`config.mk`:
```
export PLATFORM = sky130hd
export DESIGN_NAME = aes_pipe_ctrl
export DESIGN_NICKNAME = d
export VERILOG_FILES = /design/src/rtl/aes_pipe_ctrl.sv
export SDC_FILE = /design/constraint.sdc
export NUM_CORES = 1
export LEC_CHECK = 0
export BUFFER_PORTS_ARGS = -buffer_cell sky130_fd_sc_hd__buf_4
export CORE_AREA = 5 5 401 403
export DETAILED_ROUTE_END_ITERATION = 16
export DIE_AREA = 0 0 406 408
export GPL_TIMING_DRIVEN = 0
export PLACE_DENSITY = 0.35
export SLEW_MARGIN = 0
export SYNTH_ARGS = -nofsm -noshare
export SYNTH_HDL_FRONTEND = slang
export SYNTH_SLANG_ARGS = --single-unit
```
`constraint.sdc`:
```
create_clock -name clk -period 9 [get_ports clk]
set_input_delay 0.45 -clock clk [delete_from_list [all_inputs] [get_ports clk]]
set_output_delay 0.45 -clock clk [all_outputs]
set_load 0.1 [all_outputs]
```
`src/rtl/aes_pipe_ctrl.sv`:
```
// aes_pipe_ctrl: two-requester front end for an unrolled AES-128 core.
// Optional issue/stall counters are built when AES_PIPE_CTRL_STATS_EN is defined.
module aes_pipe_ctrl #(
  parameter int LATENCY    = 10,
  parameter int OBUF_DEPTH = 4
) (
  input  logic         clk,
  input  logic         rst,
  input  logic         req0_valid,
  output logic         req0_ready,
  input  logic [127:0] req0_data,
  input  logic [127:0] req0_key,
  input  logic         req1_valid,
  output logic         req1_ready,
  input  logic [127:0] req1_data,
  input  logic [127:0] req1_key,
  output logic [127:0] c_datain,
  output logic [127:0] c_key,
  input  logic [127:0] c_dataout,
  output logic         rsp_valid,
  input  logic         rsp_ready,
  output logic [127:0] rsp_data,
  output logic         rsp_id,
  input  logic         drain_req,
  output logic         drained,
`ifdef AES_PIPE_CTRL_STATS_EN
  output logic [15:0]  issue_cnt,
  output logic [15:0]  stall_cnt,
`endif
  output logic         busy
);

  localparam int AW = $clog2(OBUF_DEPTH);
  localparam int CW = AW + 1;
  localparam logic [CW:0] LIM = (CW+1)'(OBUF_DEPTH);

  localparam logic [1:0] S_IDLE   = 2'd0;
  localparam logic [1:0] S_ACTIVE = 2'd1;
  localparam logic [1:0] S_DRAIN  = 2'd2;

  logic [1:0]         r_state;
  logic [1:0]         w_state_nx;
  logic               r_last;
  logic               r_iss_v;
  logic               r_iss_id;
  logic [LATENCY-1:0] r_sr_v;
  logic [LATENCY-1:0] r_sr_id;
  logic [CW-1:0]      r_inflight;
  logic [CW-1:0]      r_count;
  logic [AW-1:0]      r_wr_ptr;
  logic [AW-1:0]      r_rd_ptr;
  logic [127:0]       r_mem_data [OBUF_DEPTH];
  logic [OBUF_DEPTH-1:0] r_mem_id;

  logic        w_sum_ok;
  logic [CW:0] w_sum;
  logic        w_can;
  logic        w_pick1;
  logic        w_xfer;
  logic        w_wr;
  logic        w_pop;
  logic        w_empty;

  // Credits count blocks in the cipher plus blocks parked in the obuf,
  // so a write can never find the obuf full.
  assign w_sum    = {1'b0, r_inflight} + {1'b0, r_count};
  assign w_sum_ok = (w_sum < LIM);
  assign w_can    = !rst && (r_state != S_DRAIN) && w_sum_ok;

  assign w_pick1    = req1_valid && (!req0_valid || !r_last);
  assign req0_ready = w_can && req0_valid && !w_pick1;
  assign req1_ready = w_can && w_pick1;
  assign w_xfer     = req0_ready || req1_ready;

  assign w_wr      = r_sr_v[LATENCY-1];
  assign rsp_valid = (r_count != '0);
  assign w_pop     = rsp_valid && rsp_ready;
  assign rsp_data  = r_mem_data[r_rd_ptr];
  assign rsp_id    = r_mem_id[r_rd_ptr];

  assign w_empty = (r_inflight == '0) && (r_count == '0);
  assign busy    = !w_empty;
  assign drained = (r_state == S_DRAIN) && w_empty;

  always_comb begin
    w_state_nx = r_state;
    if (drain_req) begin
      w_state_nx = S_DRAIN;
    end else begin
      case (r_state)
        S_IDLE:   if (w_xfer) w_state_nx = S_ACTIVE;
        S_ACTIVE: if (w_empty && !w_xfer) w_state_nx = S_IDLE;
        S_DRAIN:  if (w_empty) w_state_nx = S_IDLE;
        default:  w_state_nx = S_IDLE;
      endcase
    end
  end

  always_ff @(posedge clk) begin
    if (rst) begin
      r_state    <= S_IDLE;
      r_last     <= 1'b1;
      c_datain   <= '0;
      c_key      <= '0;
      r_iss_v    <= 1'b0;
      r_iss_id   <= 1'b0;
      r_sr_v     <= '0;
      r_sr_id    <= '0;
      r_inflight <= '0;
      r_count    <= '0;
      r_wr_ptr   <= '0;
      r_rd_ptr   <= '0;
    end else begin
      r_state <= w_state_nx;
      if (w_xfer) begin
        r_last   <= req1_ready;
        c_datain <= req1_ready ? req1_data : req0_data;
        c_key    <= req1_ready ? req1_key : req0_key;
      end
      // Issue flag marks the cycle the block sits on c_datain.
      r_iss_v    <= w_xfer;
      r_iss_id   <= req1_ready;
      r_sr_v     <= {r_sr_v[LATENCY-2:0], r_iss_v};
      r_sr_id    <= {r_sr_id[LATENCY-2:0], r_iss_id};
      r_inflight <= r_inflight + CW'(w_xfer) - CW'(w_wr);
      r_count    <= r_count + CW'(w_wr) - CW'(w_pop);
      if (w_wr)  r_wr_ptr <= r_wr_ptr + AW'(1);
      if (w_pop) r_rd_ptr <= r_rd_ptr + AW'(1);
    end
  end

  always_ff @(posedge clk) begin
    if (w_wr) begin
      r_mem_data[r_wr_ptr] <= c_dataout;
      r_mem_id[r_wr_ptr]   <= r_sr_id[LATENCY-1];
    end
  end

`ifdef AES_PIPE_CTRL_STATS_EN
  logic [15:0] r_issue_cnt;
  logic [15:0] r_stall_cnt;

  always_ff @(posedge clk) begin
    if (rst) begin
      r_issue_cnt <= '0;
      r_stall_cnt <= '0;
    end else begin
      if (w_xfer) r_issue_cnt <= r_issue_cnt + 16'd1;
      if ((req0_valid || req1_valid) && !w_xfer)
        r_stall_cnt <= r_stall_cnt + 16'd1;
    end
  end

  assign issue_cnt = r_issue_cnt;
  assign stall_cnt = r_stall_cnt;
`endif

endmodule
```
==> results.rst, run 1 <==
.. list-table::
   :header-rows: 1

   * - Metric
     - Value
   * - Status
     - completed
   * - Weighted congestion reported at the end of routability-driven placement
     - 0.937
   * - Worst min-delay path startpoint
     - req0_key[23]
   * - Multi-input gate area in the final layout
     - 8630 sq um
   * - Critical path's most frequent cell
     - sky130_fd_sc_hd__ha_1
   * - Global routing usage on met2
     - 0.315
   * - Count of standard-cell rows
     - 146
   * - Maximum root-to-sink buffer count
     - 3
   * - Power density cells
     - 305 nW/um^2
   * - Dpl ws
     - 4.82 ns
   * - Count of hold-fix buffers inserted at cts
     - 469
   * - Clock period minus final worst setup slack
     - 3.95 ns
   * - Number of H-tree levels
     - 3
   * - Required time of the critical path
     - 9.51 ns
   * - Largest net degree at the start of global routing
     - 50
   * - Number of failing setup endpoints in the final timing report
     - 0
   * - All-Layer GR Usage
     - 0.197
   * - Bufs and invs on worst path
     - 5
   * - Max Clock Skew
     - 0.0647 ns
   * - Share of synthesized registers carrying an async set or reset
     - 0
   * - Starting DRT DRC Count
     - 1774
   * - Number of design rule violations left after detail routing
     - 0
   * - Worst Tran Pin Value
     - 1.14 ns
   * - Synthesized flop and latch total
     - 809
   * - Worst setup SP type
     - flip-flop
   * - Worst R2R Start
     - r_inflight[2]
   * - Port Buf Inserts
     - 1035
   * - Data arrival time at the worst-slack endpoint
     - 4.46 ns
   * - Wire length per cell
     - 27.9 um
   * - CTS tree
     - built
   * - Worst skew pair latency
     - 0.71 ns
   * - Share of the core filled with cells
     - 0.317
   * - Count of boundary I/O pins
     - 1036
   * - Root Buffer Master
     - sky130_fd_sc_hd__clkbuf_16
   * - Initial Util
     - 0.196
   * - Post-detailed-route count of antenna-violating nets
     - 0
   * - Gate count of the mapped netlist
     - 2224
   * - Max-cap viol count
     - 0
   * - Number of warnings issued by yosys
     - 0
   * - Category of the most critical setup path
     - flip-flop to flip-flop
   * - Synth area leaders
     - sky130_fd_sc_hd__edfxtp_1 50%, sky130_fd_sc_hd__dfxtp_1 19%, sky130_fd_sc_hd__mux4_2 9.4%
   * - Startpoint of the worst setup timing path
     - r_inflight[2]
   * - Fraction of post-synthesis cell area in the top cell type by area
     - 0.503
   * - Count of vias placed by the detailed router
     - 26200
   * - Global-route track usage on met1
     - 0.243
   * - Width of the die
     - 406 um
   * - Final hold vios
     - 0
   * - Antenna violations before repair
     - 109
   * - Leakage Power
     - 19.4 nW
   * - Period Utilization, post-route
     - 0.439
   * - Synth area leader
     - sky130_fd_sc_hd__edfxtp_1
   * - Most frequently used cell type in the post-synthesis netlist
     - sky130_fd_sc_hd__edfxtp_1
   * - Final slew viol count
     - 0
   * - Fraction of final layout cells with drive strength greater than 1
     - 0.366
   * - Net count of the finished layout
     - 4501
   * - Number of filler instances in the final layout
     - 16200
   * - Global routing usage on met3
     - 0.0696
   * - Pre-Repair DR Iteration Count
     - 5
   * - Crit path max fanout
     - 10
   * - Worst-case setup margin in the final layout
     - 5.05 ns
   * - Sequential cell area
     - 21400 sq um
   * - Grt peak-use layer
     - met2
   * - Relative max-transition margin
     - 0.243
   * - Number of CTS-inserted buffers
     - 102
   * - Flop2flop setup slack
     - 5.05 ns
   * - Aggregate global routing overflow
     - 0
   * - Worst hold path type
     - primary input to flip-flop
   * - Clock Sink Count
     - 809
   * - Post-detailed-route via-to-cell ratio
     - 4.32
   * - Number of different library cells in the post-synthesis netlist
     - 33
   * - List of most frequent post-synthesis cells
     - 516 x sky130_fd_sc_hd__edfxtp_1, 512 x sky130_fd_sc_hd__nand2_1, 293 x sky130_fd_sc_hd__dfxtp_1, 267 x sky130_fd_sc_hd__nor2_1, 256 x sky130_fd_sc_hd__a311oi_1
   * - Hpwl dp
     - 133000 um
   * - Total die area
     - 166000 sq um
   * - Floorplan core area
     - 157000 sq um
   * - Post-synthesis net count
     - 2882
   * - Number of global-route vias before repair
     - 27600
   * - Synth Area per Inst
     - 13.9 sq um
   * - EDFF count, synth
     - 516
   * - Post-CTS setup buffer count
     - 0
   * - Register clock-pin slew on the reported worst setup and hold paths
     - 0.06 ns
   * - Highest Clock Rate
     - 0.253 GHz
   * - WL final
     - 169000 um
   * - Max IR drop VDD
     - 0.000173 V
   * - Main flop type after synthesis
     - sky130_fd_sc_hd__edfxtp_1
   * - List of cells traversed by the critical path
     - ha_1 -> nor4_4 -> and4_1 -> buf_4 -> clkbuf_1 -> buf_2 -> inv_1 -> ha_1 -> inv_1 -> ha_1 -> fa_1 -> xnor2_1 -> xnor2_1 -> nor2_1
   * - Total standard cell area after synthesis
     - 30800 sq um
   * - Growth of design area from synthesis to finish
     - 61.7%
   * - Global-route wire length before repair
     - 226000 um
   * - Height of the chip
     - 408 um
   * - TNS Setup
     - 0 ns
   * - Slowest stage cell on the critical path
     - sky130_fd_sc_hd__clkbuf_1
   * - CP delay by family, top
     - buffers and inverters
   * - Sequential cell area fraction in the yosys report
     - 0.693
   * - Unrepaired setup endpoints after global routing
     - no
   * - Peak per-stage delay on the critical path
     - 0.53 ns
   * - Nature of the critical path endpoint
     - flip-flop
   * - Resize count post-CTS
     - 0
kinds of logic (layout without fill, tap and decap cells):
kind of cell / Yosys count / after routing / synth area share
adders and majority gates: 12 / 12 / 0.00536
DFF: 809 / 809 / 0.693
AOI/OAI and AO/OA: 261 / 261 / 0.0739
buffers and inverters: 185 / 1885 / 0.0268
xor gates and xnor gates: 7 / 7 / 0.00199
other: 0 / 60 / 0
muxes: 130 / 130 / 0.0946
and+or+nand+nor: 820 / 820 / 0.104
sequential cells by signal, summed over array words and instances, names as in the netlist, 2 cells and up, named ones only:
name        cells
c_key         128
r_count         3
r_wr_ptr        2
c_datain      128
r_state         2
r_sr_v         10
r_rd_ptr        2
r_mem_id        4
r_sr_id        10
r_mem_data    512
r_inflight      3
power by group:
part           leakage [nW]  internal [mW]  total (mW)  switching (mW)
logic                  10.6           1.65        6.48            4.83
registers              7.05           4.20        4.39           0.185
clock network          1.70           2.60        4.32            1.72
layout make-up:
| class | instances | share of cell area |
|---|---|---|
| Multi-Input combinational cell | 1230 | 0.173 |
| Clock buffer | 130 | 0.0551 |
| Antenna cell | 60 | 0.00301 |
| Clock inverter | 55 | 0.0154 |
| Tap cell | 2072 | 0.0520 |
| Sequential cell | 809 | 0.429 |
| Inverter | 12 | 0.000904 |
| Timing Repair Buffer | 1515 | 0.256 |
| Buffer | 173 | 0.0157 |
worst paths after layout:
check        depth (start not counted)       endpoint
min                                  3      c_key[23]
max reg2reg                         14  r_inflight[2]
min reg2reg                          1      r_sr_v[2]
max                                 14  r_inflight[2]
layer usage:
metal / wire (um) / vias up / share of wire
li1: - / 11700 / -
met3: 17000 / 279 / 0.10
met5: 72 / - / 0.00043
met1: 67600 / 13100 / 0.40
met4: 6660 / 12 / 0.039
met2: 77700 / 1149 / 0.46
worst min-delay path, cell delays in order:
cell and delay, ns:
sky130_fd_sc_hd__buf_4 0.11, sky130_fd_sc_hd__nand2_1 0.05, sky130_fd_sc_hd__a311oi_1 0.08
through the flow:
stage / cells / cell area, sq um / hold WS (ns) / power (mW)
global route: 6035 / 49800 / 0.0302 / 15.8
CTS: 5996 / 49700 / 0.000190 / 15.4
floorplan: 2224 / 30800 / 0.414 / 8.93
detailed placement: 5342 / 41500 / 0.420 / 10.7
finish: 6056 / 49800 / 0.0710 / 15.2
global placement: 5331 / 41200 / 0.416 / 10.7
cells in the final DEF, fill, tap and decap left out, types with 88 or more instances in the layout:
cell and count:
sky130_fd_sc_hd__buf_4 1039, sky130_fd_sc_hd__edfxtp_1 516, sky130_fd_sc_hd__nand2_1 512, sky130_fd_sc_hd__dlygate4sd3_1 469, sky130_fd_sc_hd__dfxtp_1 293, sky130_fd_sc_hd__nor2_1 267
sky130_fd_sc_hd__a311oi_1 256, sky130_fd_sc_hd__mux4_2 129, sky130_fd_sc_hd__clkbuf_16 102, sky130_fd_sc_hd__clkbuf_1 97, sky130_fd_sc_hd__buf_2 88
Note: power is estimated with default switching activity, not from simulation.
==> run 2, diff against run 1 <==
ABC_AREA = 1   (was default)
CORE_AREA = 5 5 405 407   (was 5 5 401 403)
DIE_AREA = 0 0 410 412   (was 0 0 406 408)
PLACE_DENSITY = 0.37   (was 0.35)
clock period = 4.05 ns   (was 9 ns; I/O delays follow)
==> results.rst, run 2 <==
.. list-table::
   :header-rows: 1

   * - Metric
     - Value
   * - Width of the die
     - 410 um (+0.99%)
   * - Worst Tran Pin Value
     - 1.23 ns (+0.0940 ns)
   * - Top register by number of flip-flops
     - r_mem_data
   * - List of cells traversed by the critical path
     - buf_2 -> buf_4 -> buf_2 -> clkbuf_2 -> nor2_1 -> o22ai_1 -> buf_4
   * - Most frequently used cell type in the post-synthesis netlist
     - sky130_fd_sc_hd__inv_1
   * - Sequential cell area fraction in the yosys report
     - 0.629 (-0.0640)
   * - Fraction of post-synthesis cell area in the top cell type by area
     - 0.457 (-0.0464)
   * - Max IR drop VDD
     - 0.000477 V (+180%)
   * - Post-synthesis net count
     - 4289 (+49%)
   * - Share of synthesized registers carrying an async set or reset
     - 0 (unchanged)
   * - Switching part of the total power
     - 0.475 (+0.0319)
   * - Wire length per cell
     - 24.2 um (-13%)
   * - Aggregate global routing overflow
     - 0 (unchanged)
   * - Count of standard-cell rows
     - 147 (+0.68%)
   * - Synth area leaders
     - sky130_fd_sc_hd__edfxtp_1 46%, sky130_fd_sc_hd__dfxtp_1 17%, sky130_fd_sc_hd__nand3_1 7.6%
   * - Number of different library cells in the post-synthesis netlist
     - 25 (-24%)
   * - Synth area leader
     - sky130_fd_sc_hd__edfxtp_1
   * - Relative max-transition margin
     - 0.180 (-0.0627)
   * - Height of the chip
     - 412 um (+0.98%)
   * - Area of all placed cells without fillers
     - 54200 sq um (+8.7%)
   * - Category of the most critical setup path
     - flip-flop to primary output
   * - Clock Sink Count
     - 809 (unchanged)
   * - Max-cap viol count
     - 0 (unchanged)
   * - Synthesized flop and latch total
     - 809 (unchanged)
   * - List of most frequent post-synthesis cells
     - 559 x sky130_fd_sc_hd__inv_1, 525 x sky130_fd_sc_hd__nand2_1, 516 x sky130_fd_sc_hd__edfxtp_1, 514 x sky130_fd_sc_hd__nand3_1, 293 x sky130_fd_sc_hd__dfxtp_1
   * - Internal Power
     - 17.9 mW (+110%)
   * - Highest Clock Rate
     - 0.269 GHz
   * - Global-route wire length before repair
     - 253000 um (+12%)
   * - Clock period minus final worst setup slack
     - 3.72 ns
   * - Register clock-pin slew on the reported worst setup and hold paths
     - 0.06 ns (about the same)
   * - Number of warnings issued by yosys
     - 0 (unchanged)
   * - Number of flip-flops under the largest register name
     - 512 (unchanged)
   * - Total standard cell area after synthesis
     - 33900 sq um (+10%)
   * - CTS tree
     - built
   * - Cell Area, Placed
     - 44500 sq um (+7.2%)
   * - Worst skew pair latency
     - 0.69 ns (-0.02 ns)
   * - Number of design rule violations left after detail routing
     - 0 (unchanged)
   * - Weighted congestion reported at the end of routability-driven placement
     - 0.956 (+2.1%)
   * - Peak per-stage delay on the critical path
     - 0.47 ns (-0.06 ns)
   * - Growth of design area from synthesis to finish
     - 59.6%
   * - Period Utilization, post-route
     - 0.918
   * - Power density cells
     - 630 nW/um^2 (+110%)
   * - Number of global-route vias before repair
     - 32700 (+19%)
   * - Leakage Power
     - 22.5 nW (+16%)
   * - Unrepaired setup endpoints after global routing
     - no
   * - Gate count of the mapped netlist
     - 3631 (+63%)
   * - Number of H-tree levels
     - 3 (unchanged)
   * - Number of filler instances in the final layout
     - 16800 (+4.1%)
   * - Post-detailed-route via-to-cell ratio
     - 4.33 (+0.28%)
   * - Pre-Repair DR Iteration Count
     - 5 (unchanged)
   * - Post-detailed-route count of antenna-violating nets
     - 0 (unchanged)
   * - Final slew viol count
     - 0 (unchanged)
   * - Post-CTS setup buffer count
     - 0 (unchanged)
   * - Biggest regs
     - r_mem_data x512, c_datain x128, c_key x128
   * - Final hold vios
     - 0 (unchanged)
   * - Crit path max fanout
     - 10 (unchanged)
   * - Starting DRT DRC Count
     - 2285 (+29%)
   * - EDFF count, synth
     - 516 (unchanged)
   * - Synth Area per Inst
     - 9.35 sq um (-33%)
   * - Net switching power
     - 16.2 mW (+140%)
   * - Total die area
     - 169000 sq um (+2.0%)
   * - Net count of the finished layout
     - 6069 (+35%)
   * - CP delay by family, top
     - buffers and inverters
   * - Commonest non-fill, non-tap cell in the layout
     - sky130_fd_sc_hd__buf_4
   * - Initial Util
     - 0.212 (+0.0162)
   * - Worst hold path type
     - primary input to flip-flop
   * - Antenna violations before repair
     - 78 (-28%)
   * - Count of vias placed by the detailed router
     - 33000 (+26%)
   * - Placed cells
     - 6755 (+26%)
   * - Most used cells in the layout excluding fill and tap cells
     - 1057 x sky130_fd_sc_hd__buf_4, 639 x sky130_fd_sc_hd__dlygate4sd3_1, 555 x sky130_fd_sc_hd__inv_1
   * - Combinational fraction of design power
     - 0.458 (+0.031)
   * - Nature of the critical path endpoint
     - primary output
   * - Maximum root-to-sink buffer count
     - 3 (unchanged)
   * - Cell Count, Final, Fillers Out
     - 7625 (+26%)
   * - Fraction of final layout cells with drive strength greater than 1
     - 0.235 (-0.131)
   * - Data arrival time at the worst-slack endpoint
     - 3.51 ns (-0.95 ns)
   * - Sequential cell fraction of total power
     - 0.283 (-0.006)
   * - Floorplan core area
     - 160000 sq um (+1.7%)
   * - WL final
     - 184000 um (+9.0%)
   * - Bufs and invs on worst path
     - 5 (unchanged)
   * - Proportion of power drawn by the clock network
     - 0.260 (-0.024)
   * - Slowest stage cell on the critical path
     - sky130_fd_sc_hd__dfxtp_1
   * - Worst setup SP type
     - flip-flop
   * - Number of failing setup endpoints in the final timing report
     - 0 (unchanged)
   * - Required time of the critical path
     - 3.85 ns (-5.66 ns)
   * - Port Buf Inserts
     - 1034 (-0.097%)
   * - Main flop type after synthesis
     - sky130_fd_sc_hd__edfxtp_1
   * - Root Buffer Master
     - sky130_fd_sc_hd__clkbuf_16
   * - Number of CTS-inserted buffers
     - 101 (-0.98%)
   * - Total power after layout
     - 34.1 mW (+120%)
   * - Status
     - completed
   * - Count of boundary I/O pins
     - 1036 (unchanged)
   * - Max Clock Skew
     - 0.0668 ns (+0.00205 ns)
   * - Largest net degree at the start of global routing
     - 95 (+90%)
   * - All-Layer GR Usage
     - 0.209 (+0.0125)
   * - Hpwl dp
     - 142000 um (+6.3%)
==> run 2: routing by layer <==
layer | up-vias | track usage | share of wire
li1 | 15700 | - | -
met2 | 1098 | 0.365 | 0.49
met1 | 15900 | 0.254 | 0.41
met4 | 18 | 0.0559 | 0.031
met5 | - | 0 | 0.00065
met3 | 301 | 0.0563 | 0.071
==> run 2: power groups by stage <==
stage | sequential (mW) | clock (mW) | combinational, mW
detailed placement | 9.82 | 0 | 14.9
global placement | 9.80 | 0 | 14.9
finish | 9.65 | 8.87 | 15.6
CTS | 9.65 | 9.18 | 15.8
global route | 9.70 | 9.50 | 16.4
floorplan | 13.3 | 0 | 6.80
==> run 2: area by class of cell <==
cell class                      count  area (sq um)  area share
Sequential cell                   809         21400       0.394
Clock inverter                     43           468     0.00864
Clock buffer                      144          2750      0.0507
Tap cell                         2086          2610      0.0482
Inverter                          560          2130      0.0394
Multi-Input combinational cell   2006          9320       0.172
Timing Repair Buffer             1677         14300       0.263
Antenna cell                       44           110     0.00203
Buffer                            256          1170      0.0215
==> run 2: through the flow <==
stage / TNS (ns) / utilization / hold WS (ns) / worst slack (ns)
final: 0 / 0.339 / 0.106 / 0.333
after global routing: 0 / 0.339 / 0.0605 / 0.0365
after CTS: 0 / 0.338 / 0.00542 / 0.0320
after detailed placement: 0 / 0.278 / 0.395 / 0.367
after global placement: -1209.67 / 0.277 / 0.390 / -2.45
after floorplan: 0 / - / 0.301 / 0.463
==> run 2: path summary, 6_finish.rpt <==
| check | from | end | slack (ns) | depth (start not counted) |
|---|---|---|---|---|
| worst min-delay path | req1_key[124] | c_key[124] | 0.11 | 5 |
| worst max-delay path | flip-flop | rsp_data[74] | 0.33 | 7 |
| worst max register to register | r_count[1] | r_inflight[2] | 0.84 | 13 |
| worst min register to register | r_sr_id[3] | r_sr_id[4] | 0.40 | 2 |
==> run 2: kinds of logic (layout without fill, tap and decap cells) <==
family / Yosys count / after routing / share of synthesized area
compound gates: 658 / 658 / 0.102
xor+xnor: 3 / 3 / 0.000774
fa+ha+maj: 12 / 12 / 0.00487
buf+inv: 816 / 2680 / 0.0961
flops: 809 / 809 / 0.629
other cells: 0 / 44 / 0
simple gates: 1333 / 1333 / 0.167
==> run 2: worst reg2reg max path, stage by stage, from the launching register on <==
cell and delay (ns):
sky130_fd_sc_hd__dfxtp_1 0.41, sky130_fd_sc_hd__ha_1 0.26, sky130_fd_sc_hd__nand3_1 0.07, sky130_fd_sc_hd__nand2_1 0.09, sky130_fd_sc_hd__nor2_4 0.24, sky130_fd_sc_hd__o21ai_2 0.21
sky130_fd_sc_hd__clkbuf_1 0.36, sky130_fd_sc_hd__ha_1 0.39, sky130_fd_sc_hd__inv_1 0.04, sky130_fd_sc_hd__ha_1 0.19, sky130_fd_sc_hd__fa_1 0.41, sky130_fd_sc_hd__xnor2_1 0.19
sky130_fd_sc_hd__xor2_1 0.16, sky130_fd_sc_hd__nor2_1 0.05
==> run 2: what timing repair did <==
action                                 CTS  global route
endpoints found under the hold margin  775             0
hold buffers                           639             0
gates resized for setup                  4             0
setup endpoints to repair               31             0
==> run 3, diff against run 2 <==
CELL_PAD_IN_SITES_DETAIL_PLACEMENT = 0   (was default)
CELL_PAD_IN_SITES_GLOBAL_PLACEMENT = 1   (was default)
CORE_AREA = 5 5 396 398   (was 5 5 405 407)
DIE_AREA = 0 0 401 403   (was 0 0 410 412)
PLACE_DENSITY = 0.48   (was 0.37)
SKIP_CTS_REPAIR_TIMING = 1   (was default)
==> results.rst, run 3 (same netlist as run 2, synthesis figures left out) <==
.. list-table::
   :header-rows: 1

   * - Metric
     - Value
   * - Count of standard-cell rows
     - 144 (-2.0%)
   * - Largest net degree at the start of global routing
     - 99 (+4.2%)
   * - Clock Sink Count
     - 809 (unchanged)
   * - Number of failing setup endpoints in the final timing report
     - 0 (unchanged)
   * - Height of the chip
     - 403 um (-2.2%)
   * - Worst setup SP type
     - flip-flop
   * - Clock period minus final worst setup slack
     - 3.85 ns (+0.137 ns)
   * - Grt peak-use layer
     - met2
   * - Internal Power
     - 17.8 mW (-0.54%)
   * - Top register by number of flip-flops
     - r_mem_data
   * - Most used cells in the layout excluding fill and tap cells
     - 1056 x sky130_fd_sc_hd__buf_4, 567 x sky130_fd_sc_hd__dlygate4sd3_1, 555 x sky130_fd_sc_hd__inv_1
   * - Relative max-transition margin
     - 0.215 (+0.0347)
   * - Cell Area, Placed
     - 44400 sq um (-0.12%)
   * - Total die area
     - 162000 sq um (-4.3%)
   * - Count of boundary I/O pins
     - 1036 (unchanged)
   * - Multi-input gate area in the final layout
     - 9320 sq um (unchanged)
   * - Final hold vios
     - 1 (+1)
   * - Aggregate global routing overflow
     - 0 (unchanged)
   * - Initial Util
     - 0.222 (+0.00953)
   * - Area of all placed cells without fillers
     - 53400 sq um (-1.4%)
   * - Growth of design area from synthesis to finish
     - 57.5%
   * - Global-route track usage on met1
     - 0.292 (+0.0384)
   * - Max IR drop VDD
     - 0.000330 V (-31%)
   * - Max Clock Skew
     - 0.0534 ns (-0.0134 ns)
   * - Category of the most critical setup path
     - flip-flop to primary output
   * - Number of global-route vias before repair
     - 29500 (-9.8%)
   * - Worst Tran Pin Value
     - 1.18 ns (-0.0520 ns)
   * - Global routing usage on met3
     - 0.0909 (+0.0346)
   * - Crit path max fanout
     - 10 (unchanged)
   * - Wire length per cell
     - 26.8 um (+11%)
   * - Leakage Power
     - 22.4 nW (-0.53%)
   * - Post-detailed-route via-to-cell ratio
     - 4.46 (+2.9%)
   * - Required time of the critical path
     - 3.85 ns (about the same)
   * - Register clock-pin slew on the reported worst setup and hold paths
     - 0.05 ns (about the same)
   * - Proportion of power drawn by the clock network
     - 0.260 (about the same)
   * - Unrepaired setup endpoints after global routing
     - yes
   * - Nature of the critical path endpoint
     - primary output
   * - Number of flip-flops under the largest register name
     - 512 (unchanged)
   * - Net switching power
     - 16.3 mW (+0.48%)
   * - Floorplan core area
     - 153000 sq um (-4.3%)
   * - WL final
     - 201000 um (+9.0%)
   * - Data arrival time at the worst-slack endpoint
     - 3.65 ns (+0.14 ns)
   * - Global-route wire length before repair
     - 261000 um (+3.1%)
   * - Fraction of final layout cells with drive strength greater than 1
     - 0.239 (+0.00425)
   * - Net count of the finished layout
     - 5994 (-1.2%)
   * - Commonest non-fill, non-tap cell in the layout
     - sky130_fd_sc_hd__buf_4
   * - Post-detailed-route count of antenna-violating nets
     - 0 (unchanged)
   * - All-Layer GR Usage
     - 0.234 (+0.0249)
   * - Pre-Repair DR Iteration Count
     - 7 (+2)
   * - Highest Clock Rate
     - 0.259 GHz (-3.5%)
   * - Worst skew pair latency
     - 0.70 ns (about the same)
   * - Biggest regs
     - r_mem_data x512, c_datain x128, c_key x128
   * - Failing checks
     - negative hold slack
   * - Sequential cell fraction of total power
     - 0.283 (about the same)
   * - Combinational fraction of design power
     - 0.458 (about the same)
   * - Hpwl dp
     - 158000 um (+12%)
   * - Sequential cell area
     - 21400 sq um (unchanged)
   * - Antenna violations before repair
     - 103 (+32%)
   * - Count of vias placed by the detailed router
     - 33500 (+1.3%)
   * - Maximum root-to-sink buffer count
     - 3 (unchanged)
   * - Root Buffer Master
     - sky130_fd_sc_hd__clkbuf_16
   * - Status
     - finished, violations left
   * - Number of H-tree levels
     - 3 (unchanged)
   * - Width of the die
     - 401 um (-2.2%)
   * - Global routing usage on met2
     - 0.374 (+0.00835)
   * - Starting DRT DRC Count
     - 3021 (+32%)
   * - Switching part of the total power
     - 0.478 (+0.00256)
   * - Final slew viol count
     - 0 (unchanged)
   * - Post-Route Hold Slack
     - -0.00449 ns (-0.111 ns)
   * - Total power after layout
     - 34.1 mW (about the same)
   * - Period Utilization, post-route
     - 0.952 (+0.0338)
   * - Port Buf Inserts
     - 1034 (unchanged)
   * - Number of CTS-inserted buffers
     - 98 (-3.0%)
   * - Max-cap viol count
     - 0 (unchanged)
   * - Number of design rule violations left after detail routing
     - 0 (unchanged)
   * - Number of filler instances in the final layout
     - 16100 (-4.6%)
   * - Worst hold path type
     - primary input to flip-flop
   * - Weighted congestion reported at the end of routability-driven placement
     - 0.987 (+3.3%)
   * - Share of the core filled with cells
     - 0.349 (+0.0104)
   * - Power density cells
     - 638 nW/um^2 (+1.3%)
   * - CTS tree
     - built
[run 3: cell types whose count changed in the layout (fill, tap and decap cells not counted), moves of 2 or more]
cell                            delta
sky130_fd_sc_hd__clkbuf_1         -15
sky130_fd_sc_hd__clkbuf_8          +3
sky130_fd_sc_hd__dlygate4sd3_1    -72
sky130_fd_sc_hd__diode_2           +8
sky130_fd_sc_hd__inv_16            -2
sky130_fd_sc_hd__clkinv_2          +2
sky130_fd_sc_hd__clkbuf_16         -3
sky130_fd_sc_hd__clkinv_1          +2
sky130_fd_sc_hd__bufinv_16         +2
sky130_fd_sc_hd__clkinv_16         +2
sky130_fd_sc_hd__clkinv_4          +2
[run 3: cell type report]
cell class                 instances  share of cell area
inverter                         560              0.0399
timing repair buffer            1605               0.254
antenna                           52             0.00243
buffer                           256              0.0217
tap                             2044              0.0479
sequential                       809               0.400
multi-input combinational       2006               0.174
clock inverter                    50              0.0109
clock buffer                     128              0.0497
[run 3: worst paths after layout]
kind	start	slack [ns]	cells after the start	end
max	flip-flop	0.20	7	rsp_data[84]
min	req1_key[112]	-0.004	5	c_key[112]
max reg2reg	r_count[1]	0.69	13	r_inflight[2]
min reg2reg	r_iss_id	0.40	2	r_sr_id[0]
[run 3: stage by stage]
stage / setup slack (ns) / setup TNS (ns) / std cells
floorplan: 0.463 / 0 / 3631
global placement: -2.30 / -1111.27 / 6709
detailed placement: 0.612 / 0 / 6713
CTS: -0.145 / -2.19 / 6891
global route: -0.0527 / -0.101 / 7483
finish: 0.196 / 0 / 7510
[run 3: worst max-delay path: stages, from the launching register on]
cell,delay (ns)
sky130_fd_sc_hd__dfxtp_1,0.53
sky130_fd_sc_hd__buf_2,0.43
sky130_fd_sc_hd__buf_2,0.45
sky130_fd_sc_hd__buf_2,0.34
sky130_fd_sc_hd__clkbuf_1,0.47
sky130_fd_sc_hd__nor2_1,0.10
sky130_fd_sc_hd__o22ai_1,0.25
sky130_fd_sc_hd__buf_4,0.35
[run 3: power by group through the flow]
stage	logic, mW	clock network [mW]	registers, mW
after floorplan	6.80	0	13.3
after CTS	15.0	9.13	9.63
final	15.6	8.86	9.64
after global routing	16.3	9.44	9.69
after detailed placement	15.0	0	9.80
after global placement	15.0	0	9.79
[run 3: routing by layer]
| layer | vias up | share of wire | wire length (um) |
|---|---|---|---|
| met2 | 1372 | 0.46 | 91900 |
| met5 | - | 0.00097 | 195 |
| li1 | 15600 | - | - |
| met3 | 303 | 0.092 | 18500 |
| met1 | 16200 | 0.42 | 83600 |
| met4 | 32 | 0.034 | 6810 |
